`src/rtl/seven_seg_scan_pkg.sv`:
```
// Shared constants, FSM state type and display buffer layout for the
// four-digit scanned seven-segment display controller.
package seven_seg_scan_pkg;

  localparam int unsigned NUM_DIGITS = 4;
  localparam int unsigned SEG_DP_BIT = 7;
  localparam logic [7:0]  SEG_BLANK  = 8'hFF;
  localparam logic [3:0]  ANODE_OFF  = 4'hF;

  typedef enum logic {
    BLANK = 1'b0,
    SHOW  = 1'b1
  } scan_state_t;

  // One complete display image: BCD digits, decimal points, zero suppression
  typedef struct packed {
    logic        lz;
    logic [3:0]  dp;
    logic [15:0] value;
  } disp_t;

endpackage

```
`src/rtl/seven_seg.sv`:
```
// BCD to seven-segment decoder, active-low cathodes.
// Ports: bcd - 4-bit digit code; seg_c - segments g..a, active low
//        (codes A-F light nothing).
module seven_seg (
  input  logic [3:0] bcd,
  output logic [6:0] seg_c
);

  always_comb begin
    seg_c = 7'h7F;
    case (bcd)
      4'd0: seg_c = 7'h40;
      4'd1: seg_c = 7'h79;
      4'd2: seg_c = 7'h24;
      4'd3: seg_c = 7'h30;
      4'd4: seg_c = 7'h19;
      4'd5: seg_c = 7'h12;
      4'd6: seg_c = 7'h02;
      4'd7: seg_c = 7'h78;
      4'd8: seg_c = 7'h00;
      4'd9: seg_c = 7'h10;
      default: seg_c = 7'h7F;
    endcase
  end

endmodule

```
`src/rtl/seven_seg_scan.sv`:
```
// Time-multiplexed scan controller for a 4-digit common-anode display.
// Each digit owns a REFRESH_DIV-cycle slot; the first BLANK_CYCLES of a
// slot keep all anodes off. Loaded values wait in a pending buffer and
// are committed at the frame boundary so a frame never mixes two values.
// Ports:
//   clk, rst_n  - clock, async active-low reset
//   load        - strobe capturing value_in/dp_in/lz_en
//   value_in    - four BCD digits, [3:0] = rightmost digit
//   dp_in       - decimal point per digit, 1 = lit
//   lz_en       - leading-zero suppression enable
//   an          - anodes, active low
//   seg         - cathodes, active low, [7] = dp
//   frame_done  - pulse on the last cycle of digit 3's slot
//   pending     - a loaded value awaits commit
module seven_seg_scan
  import seven_seg_scan_pkg::*;
#(
  parameter int unsigned REFRESH_DIV  = 100000,
  parameter int unsigned BLANK_CYCLES = 1000
) (
  input  logic        clk,
  input  logic        rst_n,
  input  logic        load,
  input  logic [15:0] value_in,
  input  logic [3:0]  dp_in,
  input  logic        lz_en,
  output logic [3:0]  an,
  output logic [7:0]  seg,
  output logic        frame_done,
  output logic        pending
);

  localparam int unsigned CW = (REFRESH_DIV > 1) ? $clog2(REFRESH_DIV) : 1;

  scan_state_t   state, state_d;
  logic [CW-1:0] cnt, cnt_d;
  logic [1:0]    idx, idx_d;
  disp_t         disp, disp_d;
  disp_t         pend_buf, pend_buf_d;
  logic          pending_d;
  logic [3:0]    an_d;
  logic [7:0]    seg_d;
  logic          frame_done_d;

  logic          cnt_wrap;
  logic          frame_end;
  logic [3:0]    cur_bcd;
  logic [6:0]    dec_seg;
  logic          suppress;
  disp_t         incoming;

  // Digit currently being scanned goes through the shared decoder
  assign cur_bcd = disp.value[{idx, 2'b00} +: 4];

  seven_seg u_dec (
    .bcd   (cur_bcd),
    .seg_c (dec_seg)
  );

  // All registered state
  always_ff @(posedge clk or negedge rst_n) begin
    if (!rst_n) begin
      state      <= BLANK;
      cnt        <= '0;
      idx        <= '0;
      disp       <= '0;
      pend_buf   <= '0;
      pending    <= 1'b0;
      an         <= ANODE_OFF;
      seg        <= SEG_BLANK;
      frame_done <= 1'b0;
    end else begin
      state      <= state_d;
      cnt        <= cnt_d;
      idx        <= idx_d;
      disp       <= disp_d;
      pend_buf   <= pend_buf_d;
      pending    <= pending_d;
      an         <= an_d;
      seg        <= seg_d;
      frame_done <= frame_done_d;
    end
  end

  // Next-state, buffer handshake and output decode
  always_comb begin
    state_d      = state;
    cnt_d        = cnt;
    idx_d        = idx;
    disp_d       = disp;
    pend_buf_d   = pend_buf;
    pending_d    = pending;
    an_d         = ANODE_OFF;
    seg_d        = SEG_BLANK;
    frame_done_d = 1'b0;
    suppress     = 1'b0;
    incoming     = '{lz: lz_en, dp: dp_in, value: value_in};

    cnt_wrap  = (cnt == CW'(REFRESH_DIV - 1));
    frame_end = cnt_wrap && (idx == 2'd3);

    // Slot counter and digit rotation
    if (cnt_wrap) begin
      cnt_d = '0;
      idx_d = idx + 2'd1;
    end else begin
      cnt_d = cnt + CW'(1);
    end

    case (state)
      BLANK: if (cnt == CW'(BLANK_CYCLES - 1)) state_d = SHOW;
      SHOW:  if (cnt_wrap) state_d = BLANK;
      default: state_d = BLANK;
    endcase

    // Last load wins; a load on the boundary bypasses the pending buffer
    if (load) begin
      pend_buf_d = incoming;
      pending_d  = 1'b1;
    end
    if (frame_end) begin
      if (load) begin
        disp_d    = incoming;
        pending_d = 1'b0;
      end else if (pending) begin
        disp_d    = pend_buf;
        pending_d = 1'b0;
      end
    end

    // Digit i>=1 is blank when it and every higher digit are zero
    case (idx)
      2'd1: suppress = disp.lz && (disp.value[15:4]  == 12'h000);
      2'd2: suppress = disp.lz && (disp.value[15:8]  == 8'h00);
      2'd3: suppress = disp.lz && (disp.value[15:12] == 4'h0);
      default: suppress = 1'b0;
    endcase

    if (state == SHOW) begin
      an_d  = ~(4'b0001 << idx);
      seg_d = suppress ? SEG_BLANK : {1'b1, dec_seg};
      if (disp.dp[idx]) seg_d[SEG_DP_BIT] = 1'b0;
    end

    frame_done_d = frame_end;
  end

endmodule
```
`config.mk`:
```
export PLATFORM = sky130hd
export DESIGN_NAME = seven_seg_scan
export DESIGN_NICKNAME = d
export VERILOG_FILES = /design/src/rtl/seven_seg_scan_pkg.sv /design/src/rtl/seven_seg.sv /design/src/rtl/seven_seg_scan.sv
export SDC_FILE = /design/constraint.sdc
export NUM_CORES = 1
export LEC_CHECK = 0
export CAP_MARGIN = 40
export CORE_AREA = 3 3 83 85
export CTS_CLUSTER_SIZE = 40
export DETAILED_ROUTE_END_ITERATION = 6
export DIE_AREA = 0 0 86 88
export GPL_TIMING_DRIVEN = 0
export PLACE_DENSITY = 0.83
export SLEW_MARGIN = 20
export SYNTH_ARGS = -nofsm -noshare
export SYNTH_HDL_FRONTEND = slang
export SYNTH_HIERARCHICAL = 1
export SYNTH_SLANG_ARGS = --single-unit
```
`constraint.sdc`:
```
create_clock -name clk -period 5.6 [get_ports clk]
set_input_delay 0.84 -clock clk [delete_from_list [all_inputs] [get_ports clk]]
set_output_delay 0.84 -clock clk [all_outputs]
set_load 0.005 [all_outputs]
```
==> results.md, run 1 <==
| Group | Parameter | This run |
| --- | --- | --- |
| timing | Relative max-transition margin | 0.616 |
| status | Outcome | completed |
| worst setup path | Worst setup endpoint | seg[4] |
| clock tree | Clock tree from TritonCTS | done |
| die | Horiz. Die Dim | 86 µm |
| global route | GRT Resource Usage Total | 0.183 |
| die | Floorplan die height | 88 µm |
| logic synthesis | Share of synthesized area occupied by flip-flops and latches | 0.564 |
| timing | Maximum clock frequency | 408 MHz |
| die | Starting density of the core | 0.542 |
| worst setup path | Crit. Startpoint | idx[1] |
| worst setup path | Worst-path fanout max | 7 |
| drt | Number of nets with antenna violations after detailed routing | 0 |
| clock tree | Count of hold-fix buffers inserted at cts | 0 |
| min path | Hold/Removal Path Class | input pin to async pin |
| timing | Post-route clock period utilization | 0.437 |
| drt | Routed via count divided by cell count | 5.35 |
| clock tree | Number of buffers added by the clock tree synthesis step | 9 |
| global route | Pin count of the biggest net entering global routing | 45 |
| cells and area | Final non-filler cell total | 388 |
| worst setup path | Critical path arrival | 2.73 ns |
| timing | Fin. max-slew vios | 0 |
| worst setup path | Number of cells on the worst reg-to-reg path | 6 |
| logic synthesis | Leading area contributor after synthesis | dfrtp_1 |
| worst setup path | CP endpoint kind | flop |
| global route | Initial antenna violation count | 0 |
| logic synthesis | Number of cells produced by synthesis | 257 |
| logic synthesis | Post-Syn Area per Cell | 13.2 µm² |
| logic synthesis | Syn. warnings | 6 |
| clock tree | Bufs on Longest Clock Path | 2 |
| timing | Setup repair after global routing missed its margin | false |
| logic synthesis | Library cell with the highest instance count after synthesis | dfrtp_1 |
| die | # IOs | 38 |
| drt | Number of design-rule violations left by the first detailed-router iteration | 138 |
| power | P_leak | 1.74 nW |
| clock tree | Clock-pin transition on the worst setup and hold timing paths | 0.08 ns |
| logic synthesis | Mapped Nets | 291 |
| drt | Final Routed Wirelength | 6100 µm |
| global route | Vias in the first global route | 2191 |
| flow run | Number of maximum-capacitance violations | 0 |
| timing | Final hold vios | 0 |
| global route | Wire length of the first global-routing pass | 10500 µm |
| logic synthesis | Portion of synthesized cell area occupied by the leading cell type | 0.471 |
| timing | Post-Route Skew | 0.00892 ns |
| power | Total power density per cell area | 255 nW/µm² |
| logic synthesis | EDFF count, synth | 0 |
| power | Maximum ir drop on the vdd rail | 0.000191 V |
| clock tree | Number of buffers inserted to repair setup after CTS | 0 |
| drt | Number of detailed-routing iterations run before antenna repair | 4 |
| drt | Post-route DRC violation count | 0 |
| worst setup path | Flop-to-flop setup slack | 3.15 ns |
| worst setup path | Crit Path Category | flop to flop |
| logic synthesis | Async set-reset flop share out of synthesis | 1.00 |
| power | Total power consumption of the routed design | 1.04 mW |
| die | Placement row count | 29 |
| timing | Sum of negative setup slack | 0 ns |
| place | Post-detailed-placement half-perimeter wirelength | 4420 µm |
| logic synthesis | Most frequent cells after synthesis | 64 x dfrtp_1, 38 x mux2_2, 18 x nor2_1 |
| timing | Tmin final | 2.45 ns |
| logic synthesis | Netlist area before placement | 3400 µm² |
| clock tree | Root Driver | clkbuf_8 |
| worst setup path | Worst R2R Start | idx[1] |
| worst setup path | End of the worst register-to-register path | seg[4] |
| clock tree | H-tree depth reported by CTS | 3 |
| timing | Worst slew pin tran | 0.576 ns |
| cells and area | Antenna diode count | 0 |
| logic synthesis | Number of distinct library cells after synthesis | 37 |
| cells and area | Layout cells sized above 1 | 0.260 |
| drt | Vias after detailed routing | 2074 |
| drt | Post-detailed-route wirelength per cell | 15.7 µm |
| clock tree | Post-CTS sizing | 0 |
| die | Core area | 6280 µm² |
| worst setup path | Data required time of the critical path | 5.88 ns |
| clock tree | CTS Sinks | 76 |
| place | Number of placed instances with taps included | 372 |
| place | Final RePlAce weighted congestion | 0.893 |
| logic synthesis | FF+latch count, synth | 76 |
| clock tree | Clock latency on the worst-skew pair | 0.35 ns |
| place | Port Buf Inserts | 37 |
| timing | Number of endpoints failing setup at the final stage | 0 |
| cells and area | Area growth syn-to-layout | 20.2% |
| global route | Remaining global-route overflow | 0 |
| logic synthesis | Most area-consuming cells after synthesis | dfrtp_1 47%, mux2_2 13%, dfstp_2 9.3% |
| cells and area | Number of nets at the end of the flow | 340 |
| die | Die area | 7570 µm² |
| worst setup path | Nature of the critical path startpoint | flop |
| logic synthesis | Flip-flop cell with the highest count after synthesis | dfrtp_1 |
## worst min path at each step
stage	start	to	slack [ns]
after CTS	rst_n	pend_buf[3]	0.42
after global routing	rst_n	disp[6]	0.44
final	rst_n	disp[9]	0.42
after floorplan	disp[18]	disp[18]	0.45
after detailed placement	disp[2]	disp[2]	0.48
after global placement	disp[18]	disp[18]	0.47
## layout by cell type (no fill, tap or decap), types with 5 or more instances in the layout
cell type / instances
clkbuf_8: 11
clkdlybuf4s50_1: 36
nor4_1: 6
ha_1: 10
mux4_2: 5
xnor2_1: 12
mux2_2: 38
o21ai_0: 8
dfrtp_1: 64
clkbuf_1: 5
mux2_1: 5
nand2_1: 12
nand3b_1: 7
dfstp_2: 12
nand3_1: 7
inv_1: 7
nor2_1: 18
nand4_1: 5
## routing by layer
layer / share of wire / global-route usage
met5: 0 / 0
met4: 0.026 / 0.104
met3: 0.037 / 0.0376
met2: 0.47 / 0.292
met1: 0.46 / 0.235
## critical path, stage by stage (launching register included)
cell      delay, ns
dfrtp_1        0.37
clkbuf_1       0.39
inv_1          0.13
ha_1           0.22
or4b_2         0.61
a2111o_1       0.52
nand3b_1       0.14
## state kept, by name (all words and copies together) (netlist names)
signal	count
disp	21
pend_buf	21
cnt	17
seg	8
an	4
idx	2
frame_done	1
pending	1
state	1
## where the power goes
group | switching (mW) | internal (mW) | leakage, nW | total (mW)
combinational | 0.0236 | 0.0292 | 0.690 | 0.0529
clock | 0.189 | 0.230 | 0.0959 | 0.420
sequential | 0.00375 | 0.564 | 0.953 | 0.568
## metrics by stage
stage / util / hold WS, ns / worst slack (ns) / area (µm²)
detailed placement: 0.619 / 0.481 / 2.78 / 3880
global route: 0.651 / 0.442 / 2.99 / 4090
floorplan: - / 0.452 / 3.41 / 3400
CTS: 0.651 / 0.420 / 3.13 / 4090
global placement: 0.616 / 0.465 / 1.19 / 3870
finish: 0.651 / 0.423 / 3.15 / 4090
## cells by family after synthesis
group | share of synthesized area
mux | 0.176
compound gates | 0.0243
fa+ha+maj | 0.0368
simple gates | 0.130
flops | 0.564
xor+xnor | 0.0412
buf+inv | 0.0283
## final cells by class
| type | count | area (µm²) |
|---|---|---|
| Tap cell | 77 | 96.3 |
| Buffer | 11 | 70.1 |
| Inverter | 7 | 26.3 |
| Multi-Input combinational cell | 163 | 1390 |
| Sequential cell | 76 | 1920 |
| Clock inverter | 3 | 45.0 |
| Fill cell | 479 | 2190 |
| Timing Repair Buffer | 38 | 388 |
| Clock buffer | 13 | 159 |
(Power assumes the default switching activity.)
==> run 2: changes to the inputs <==
--- a/config.mk
+++ b/config.mk
@@ -6,12 +6,12 @@
 export NUM_CORES = 1
 export LEC_CHECK = 0
 export CAP_MARGIN = 40
-export CORE_AREA = 3 3 83 85
+export CORE_AREA = 3 3 87 89
 export CTS_CLUSTER_SIZE = 40
 export DETAILED_ROUTE_END_ITERATION = 6
-export DIE_AREA = 0 0 86 88
+export DIE_AREA = 0 0 90 92
 export GPL_TIMING_DRIVEN = 0
-export PLACE_DENSITY = 0.83
+export PLACE_DENSITY = 0.79
 export SLEW_MARGIN = 20
 export SYNTH_ARGS = -nofsm -noshare
 export SYNTH_HDL_FRONTEND = slang
==> constraint.sdc (replaced) <==
create_clock -name clk -period 2 [get_ports clk]
set_input_delay 0.3 -clock clk [delete_from_list [all_inputs] [get_ports clk]]
set_output_delay 0.3 -clock clk [all_outputs]
set_load 0.005 [all_outputs]
==> run 2 against run 1 <==
  * Final cell count rose by 10%
  * Power rose to 2.9 times the previous value
  * Global-route usage fell by 1.4 points
  * Clock skew fell by 0.0018 ns
  * Routed wire length rose by 7.6%
  * Critical endpoint is now disp[16]
  * Sequential power rose to 2.8 times the previous value
  * Critical path depth rose by 2
==> results.md, run 2 (synthesized netlist as in run 1, its figures left out) <==
| Group | Parameter | This run | Delta |
| --- | --- | --- | --- |
| power | Switching Fraction | 0.206 | -0.00249 |
| power | P_leak | 1.88 nW | +7.9% |
| worst setup path | CP endpoint kind | flop |  |
| power | Total power density per cell area | 691 nW/µm² | +170% |
| drt | Final Routed Wirelength | 6560 µm | +7.6% |
| power | Maximum ir drop on the vdd rail | 0.000310 V | +63% |
| cells and area | Filler instances | 507 | +5.8% |
| cells and area | Antenna diode count | 0 | unchanged |
| power | Part of the power in combinational logic | 0.050 | about the same |
| timing | Final hold vios | 0 | unchanged |
| timing | Fin. max-slew vios | 0 | unchanged |
| clock tree | Number of buffers added by the clock tree synthesis step | 9 | unchanged |
| die | Core area | 6830 µm² | +8.8% |
| cells and area | Area growth syn-to-layout | 28.7% |  |
| min path | Hold/Removal Path Class | input pin to async pin |  |
| drt | Number of design-rule violations left by the first detailed-router iteration | 117 | -15% |
| worst setup path | Nature of the critical path startpoint | flop |  |
| flow run | Number of maximum-capacitance violations | 0 | unchanged |
| power | P_sw | 622 µW | +190% |
| clock tree | H-tree depth reported by CTS | 3 | unchanged |
| place | Final RePlAce weighted congestion | 0.882 | -1.2% |
| die | Placement row count | 30 | +3.4% |
| timing | Maximum clock frequency | 515 MHz | +26% |
| cells and area | Most frequent standard cell in the layout excluding fill and tap cells | dfrtp_1 |  |
| cells and area | Commonest cells after routing, fill and taps aside | 61 x dfrtp_1, 38 x mux2_2, 36 x clkdlybuf4s50_1 |  |
| power | Power share of the sequential group | 0.526 | -0.020 |
| place | Port Buf Inserts | 37 | unchanged |
| worst setup path | Worst-path fanout max | 5 | -2 |
| drt | Post-route DRC violation count | 0 | unchanged |
| clock tree | Clock latency on the worst-skew pair | 0.35 ns | about the same |
| global route | GRT Resource Usage Total | 0.170 | -0.0135 |
| clock tree | Bufs on Longest Clock Path | 2 | unchanged |
| clock tree | CTS Sinks | 76 | unchanged |
| timing | Worst slew pin tran | 0.571 ns | -0.00446 ns |
| place | Post-detailed-placement half-perimeter wirelength | 4330 µm | -2.0% |
| timing | Number of endpoints failing setup at the final stage | 0 | unchanged |
| die | Starting density of the core | 0.498 | -0.0439 |
| global route | Initial antenna violation count | 0 | unchanged |
| worst setup path | Slowest cell on the critical path | dfrtp_1 |  |
| worst setup path | Most used cell along the critical path | buf_6 |  |
| status | Outcome | completed |  |
| timing | Post-route clock period utilization | 0.970 | +0.533 |
| worst setup path | Number of buffers and inverters on the critical path | 3 | +1 |
| global route | Pin count of the biggest net entering global routing | 52 | +16% |
| timing | Sum of negative setup slack | 0 ns | unchanged |
| cells and area | Top Registers | disp x21, pend_buf x21, cnt x17 |  |
| drt | Routed via count divided by cell count | 5.28 | -1.3% |
| worst setup path | Crit path cell chain | ha_4 > and4_1 > buf_6 > nand3_4 > nor4_4 > buf_6 > clkbuf_16 > mux2_2 |  |
| drt | Post-detailed-route wirelength per cell | 15.4 µm | -2.2% |
| die | Floorplan die height | 92 µm | +4.5% |
| cells and area | Number of nets at the end of the flow | 360 | +5.9% |
| timing | Setup repair after global routing missed its margin | true |  |
| worst setup path | Kind of cell adding the most delay to the critical path | buffers and inverters |  |
| die | Horiz. Die Dim | 90 µm | +4.7% |
| power | Total power consumption of the routed design | 3.02 mW | +190% |
| worst setup path | Worst stage delay on the critical path | 0.41 ns | -0.20 ns |
| worst setup path | Data required time of the critical path | 2.23 ns | -3.65 ns |
| global route | Remaining global-route overflow | 0 | unchanged |
| clock tree | Root Driver | clkbuf_8 |  |
| drt | Number of detailed-routing iterations run before antenna repair | 4 | unchanged |
| die | Die area | 8280 µm² | +9.4% |
| worst setup path | Crit Path Category | flop to flop |  |
| drt | Number of nets with antenna violations after detailed routing | 0 | unchanged |
| worst setup path | Critical path arrival | 2.18 ns | -0.55 ns |
| drt | Vias after detailed routing | 2253 | +8.6% |
| clock tree | Clock tree from TritonCTS | done |  |
| power | Clk pwr share | 0.424 | +0.020 |
| clock tree | Clock-pin transition on the worst setup and hold timing paths | 0.07 ns | about the same |
| power | Total internal power | 2.40 mW | +190% |
| cells and area | Layout cells sized above 1 | 0.338 | +0.0779 |
| timing | Relative max-transition margin | 0.619 | +0.00297 |
| die | # IOs | 38 | unchanged |
| global route | Vias in the first global route | 2243 | +2.4% |
| global route | Wire length of the first global-routing pass | 11000 µm | +4.5% |
| timing | Tmin final | 1.94 ns | -0.507 ns |
| timing | Post-Route Skew | 0.00713 ns | -0.00179 ns |
[run 2: cell types whose count changed in the layout (fill, tap and decap cells not counted), sizes merged]
cell         before  now
clkinvlp          2    1
clkbuf           16   15
clkinv            0    1
bufinv            1    2
buf              10   29
dlygate4sd3       0    1
[run 2: metrics by stage]
step	area, µm²	setup slack (ns)	instances	hold slack [ns]	util
after global routing	4370	-0.0220	427	0.429	0.640
final	4370	0.0593	427	0.397	0.640
after global placement	3890	-2.08	390	0.469	0.570
after floorplan	3400	0.0452	257	0.00441	-
after detailed placement	3920	-0.250	391	0.232	0.574
after CTS	4260	0.00736	418	0.390	0.624
[run 2: repair_timing]
item                                   in CTS  in global routing
hold buffers                                1                  0
setup endpoints to repair                  39                 36
endpoints found under the hold margin      14                  0
gates resized for setup                    10                 11
cloned                                      1                  1
buffers inserted                            9                  8
pin swaps                                   5                  4
[run 2: area by class of cell]
| cell class | instances | area (µm²) | share of cell area |
|---|---|---|---|
| sequential | 76 | 1920 | 0.439 |
| multi-input combinational | 163 | 1430 | 0.326 |
| timing repair buffer | 58 | 573 | 0.131 |
| clock buffer | 12 | 145 | 0.0332 |
| tap | 96 | 120 | 0.0275 |
| buffer | 11 | 88.8 | 0.0203 |
| clock inverter | 4 | 72.6 | 0.0166 |
| inverter | 7 | 26.3 | 0.00601 |
[run 2: final timing paths]
check | start | cells past startpoint | end | slack, ns
setup / recovery | cnt[0] | 8 | disp[16] | 0.06
hold / removal | rst_n | 2 | pend_buf[20] | 0.40
setup reg to reg | cnt[0] | 8 | disp[16] | 0.06
hold reg to reg | disp[18] | 1 | disp[18] | 0.49
max in group asynchronous | rst_n | 3 | seg[7] | 0.99
min in group clk | disp[18] | 1 | disp[18] | 0.49
[run 2: power by group through the flow]
stage               logic [mW]  registers, mW  clock network [mW]
global route             0.168           1.59                1.39
floorplan               0.0574           1.61                   0
finish                   0.151           1.59                1.28
global placement         0.143           1.62                   0
detailed placement       0.154           1.62                   0
CTS                      0.155           1.59                1.31
[run 2: metal layers]
metal | track usage | up-vias | share of wire
li1 | - | 1052 | -
met1 | 0.221 | 1128 | 0.45
met2 | 0.270 | 61 | 0.48
met3 | 0.0484 | 12 | 0.047
met4 | 0.0663 | 0 | 0.019
met5 | 0 | - | 0
==> run 3: changes to the inputs <==
--- a/config.mk
+++ b/config.mk
@@ -12,6 +12,7 @@
 export DIE_AREA = 0 0 90 92
 export GPL_TIMING_DRIVEN = 0
 export PLACE_DENSITY = 0.79
+export SETUP_SLACK_MARGIN = 0.5
 export SLEW_MARGIN = 20
 export SYNTH_ARGS = -nofsm -noshare
 export SYNTH_HDL_FRONTEND = slang
==> run 3 against run 2 <==
  * Global-route usage increased by 1.9 points
  * Largest cell class unchanged
  * Die area unchanged
  * Critical path depth decreased by 3
  * Register-to-register slack about the same
  * Clock skew increased by 0.0053 ns
  * Final area increased by 7.9%
  * Hold slack improved by 0.042 ns
  * Maximum frequency decreased by 0.60%
  * Flip-flop and latch count unchanged
  * Critical endpoint is now disp[18]
  * Setup slack got worse by 0.012 ns
  * Power decreased by 2.5%
==> results.md, run 3 (synthesized netlist as in run 1, its figures left out) <==
| Group | Parameter | This run | Delta |
| --- | --- | --- | --- |
| status | Outcome | completed |  |
| worst setup path | Most used cell along the critical path | buf_6 |  |
| power | Power share of the sequential group | 0.539 | +0.013 |
| flow run | Number of maximum-capacitance violations | 0 | unchanged |
| global route | GRT Resource Usage Total | 0.189 | +0.0190 |
| timing | Post-route clock period utilization | 0.976 | +0.00587 |
| drt | Routed via count divided by cell count | 5.37 | +1.7% |
| worst setup path | Crit Path Category | flop to flop |  |
| clock tree | Bufs on Longest Clock Path | 2 | unchanged |
| cells and area | Antenna diode count | 0 | unchanged |
| cells and area | Most frequent standard cell in the layout excluding fill and tap cells | dfrtp_1 |  |
| worst setup path | Number of buffers and inverters on the critical path | 2 | -1 |
| power | P_leak | 2.04 nW | +8.7% |
| cells and area | Number of nets at the end of the flow | 373 | +3.6% |
| timing | Final hold vios | 0 | unchanged |
| die | Horiz. Die Dim | 90 µm | unchanged |
| power | Clk pwr share | 0.408 | -0.016 |
| global route | Initial antenna violation count | 0 | unchanged |
| drt | Number of detailed-routing iterations run before antenna repair | 4 | unchanged |
| cells and area | Area growth syn-to-layout | 38.8% |  |
| min path | Hold/Removal Path Class | input pin to async pin |  |
| drt | Vias after detailed routing | 2361 | +4.8% |
| worst setup path | Kind of cell adding the most delay to the critical path | simple AND/OR/NAND/NOR gates |  |
| power | Total internal power | 2.25 mW | -6.2% |
| worst setup path | Data required time of the critical path | 2.24 ns | about the same |
| worst setup path | Slowest cell on the critical path | dfrtp_1 |  |
| cells and area | Top Registers | disp x21, pend_buf x21, cnt x17 |  |
| timing | Post-Route Skew | 0.0124 ns | +0.00527 ns |
| timing | Number of endpoints failing setup at the final stage | 0 | unchanged |
| global route | Vias in the first global route | 2458 | +9.6% |
| worst setup path | Crit path cell chain | nand4b_1 > nor4_4 > buf_6 > buf_6 > mux2_4 |  |
| place | Port Buf Inserts | 37 | unchanged |
| worst setup path | Worst-path fanout max | 5 | unchanged |
| cells and area | Final design area excluding fillers | 4720 µm² | +7.9% |
| clock tree | H-tree depth reported by CTS | 3 | unchanged |
| power | Part of the power in combinational logic | 0.053 | +0.003 |
| die | Placement row count | 30 | unchanged |
| global route | Wire length of the first global-routing pass | 12200 µm | +11% |
| worst setup path | Nature of the critical path startpoint | flop |  |
| clock tree | CTS Sinks | 76 | unchanged |
| timing | Fin. max-slew vios | 0 | unchanged |
| timing | Maximum clock frequency | 512 MHz | -0.60% |
| clock tree | Clock-pin transition on the worst setup and hold timing paths | 0.09 ns | +0.02 ns |
| die | Die area | 8280 µm² | unchanged |
| clock tree | Number of buffers added by the clock tree synthesis step | 9 | unchanged |
| power | Total power density per cell area | 624 nW/µm² | -9.6% |
| global route | Remaining global-route overflow | 0 | unchanged |
| die | Floorplan die height | 92 µm | unchanged |
| die | Starting density of the core | 0.498 | unchanged |
| worst setup path | Worst stage delay on the critical path | 0.44 ns | +0.03 ns |
| timing | Sum of negative setup slack | 0 ns | unchanged |
| power | P_sw | 696 µW | +12% |
| clock tree | Root Driver | clkbuf_8 |  |
| drt | Number of design-rule violations left by the first detailed-router iteration | 116 | -0.85% |
| timing | Worst slew pin tran | 0.483 ns | -0.0883 ns |
| die | Core area | 6830 µm² | unchanged |
| clock tree | Clock latency on the worst-skew pair | 0.36 ns | about the same |
| drt | Final Routed Wirelength | 8060 µm | +23% |
| cells and area | Commonest cells after routing, fill and taps aside | 62 x dfrtp_1, 22 x mux2_4, 22 x clkdlybuf4s50_1 |  |
| clock tree | Clock tree from TritonCTS | done |  |
| worst setup path | Flop-to-flop setup slack | 0.05 ns | about the same |
| drt | Post-route DRC violation count | 0 | unchanged |
| drt | Number of nets with antenna violations after detailed routing | 0 | unchanged |
| timing | Setup repair after global routing missed its margin | true |  |
| power | Total power consumption of the routed design | 2.95 mW | -2.5% |
| place | Post-detailed-placement half-perimeter wirelength | 4440 µm | +2.5% |
| timing | Tmin final | 1.95 ns | +0.0117 ns |
| place | Placed standard-cell area | 3960 µm² | +1.1% |
| power | Switching Fraction | 0.236 | +0.0302 |
| worst setup path | Critical path arrival | 2.19 ns | about the same |
| die | # IOs | 38 | unchanged |
| cells and area | Util after Layout | 0.691 | +0.0505 |
| place | Final RePlAce weighted congestion | 0.848 | -3.9% |
| global route | Pin count of the biggest net entering global routing | 43 | -17% |
| power | Maximum ir drop on the vdd rail | 0.000383 V | +23% |
| worst setup path | CP endpoint kind | flop |  |
| drt | Post-detailed-route wirelength per cell | 18.3 µm | +19% |
| cells and area | Layout cells sized above 1 | 0.445 | +0.106 |
| timing | Relative max-transition margin | 0.678 | +0.0589 |
## run 3: layout make-up
class / count / area, µm²
multi-input combinational: 163 / 1650
tap: 96 / 120
clock buffer: 10 / 128
buffer: 11 / 109
timing repair buffer: 71 / 697
fill: 459 / 2110
sequential: 76 / 1920
inverter: 7 / 28.8
clock inverter: 6 / 72.6
## run 3: power groups by stage
stage | clock network [mW] | logic (mW) | registers [mW]
finish | 1.20 | 0.156 | 1.59
global route | 1.28 | 0.174 | 1.59
CTS | 1.20 | 0.157 | 1.59
detailed placement | 0 | 0.152 | 1.62
global placement | 0 | 0.143 | 1.62
floorplan | 0 | 0.0574 | 1.61
## run 3: metal layers
| metal | part of all wire | up-vias | GRT usage | wire length [µm] |
|---|---|---|---|---|
| met2 | 0.50 | 68 | 0.314 | 4070 |
| met1 | 0.42 | 1200 | 0.232 | 3350 |
| met5 | 0 | - | 0 | 0 |
| met3 | 0.047 | 19 | 0.0517 | 382 |
| met4 | 0.033 | 0 | 0.0829 | 266 |
| li1 | - | 1074 | - | - |
## run 3: final timing paths
| check | from | endpoint | cells past startpoint |
|---|---|---|---|
| min in group clk | pend_buf[18] | pend_buf[18] | 1 |
| min reg2reg | pend_buf[18] | pend_buf[18] | 1 |
| min | rst_n | pend_buf[16] | 2 |
| max reg2reg | cnt[8] | disp[18] | 5 |
| max in group asynchronous | rst_n | seg[4] | 3 |
| max | cnt[8] | disp[18] | 5 |
## run 3: through the flow
step / hold WS [ns] / setup slack, ns / cells
CTS: 0.439 / 0.0572 / 431
global placement: 0.467 / -2.10 / 390
floorplan: 0.00441 / 0.0956 / 257
detailed placement: 0.284 / -0.287 / 391
finish: 0.440 / 0.0475 / 440
global route: 0.465 / -0.00941 / 440
## run 3: timing repair
| item | in CTS | in global routing |
|---|---|---|
| pin swaps | 2 | 16 |
| gates cloned | 2 | 1 |
| setup endpoints to repair | 75 | 48 |
| buffers inserted | 21 | 8 |
| endpoints found under the hold margin | 31 | 0 |
| resized for setup | 46 | 49 |
| hold buffers | 1 | 0 |
## run 3: worst register-to-register path: stages, from the launching register on
cell and delay [ns]:
dfrtp_1 0.44, nand4b_1 0.37, nor4_4 0.37, buf_6 0.20
buf_6 0.16, mux2_4 0.30
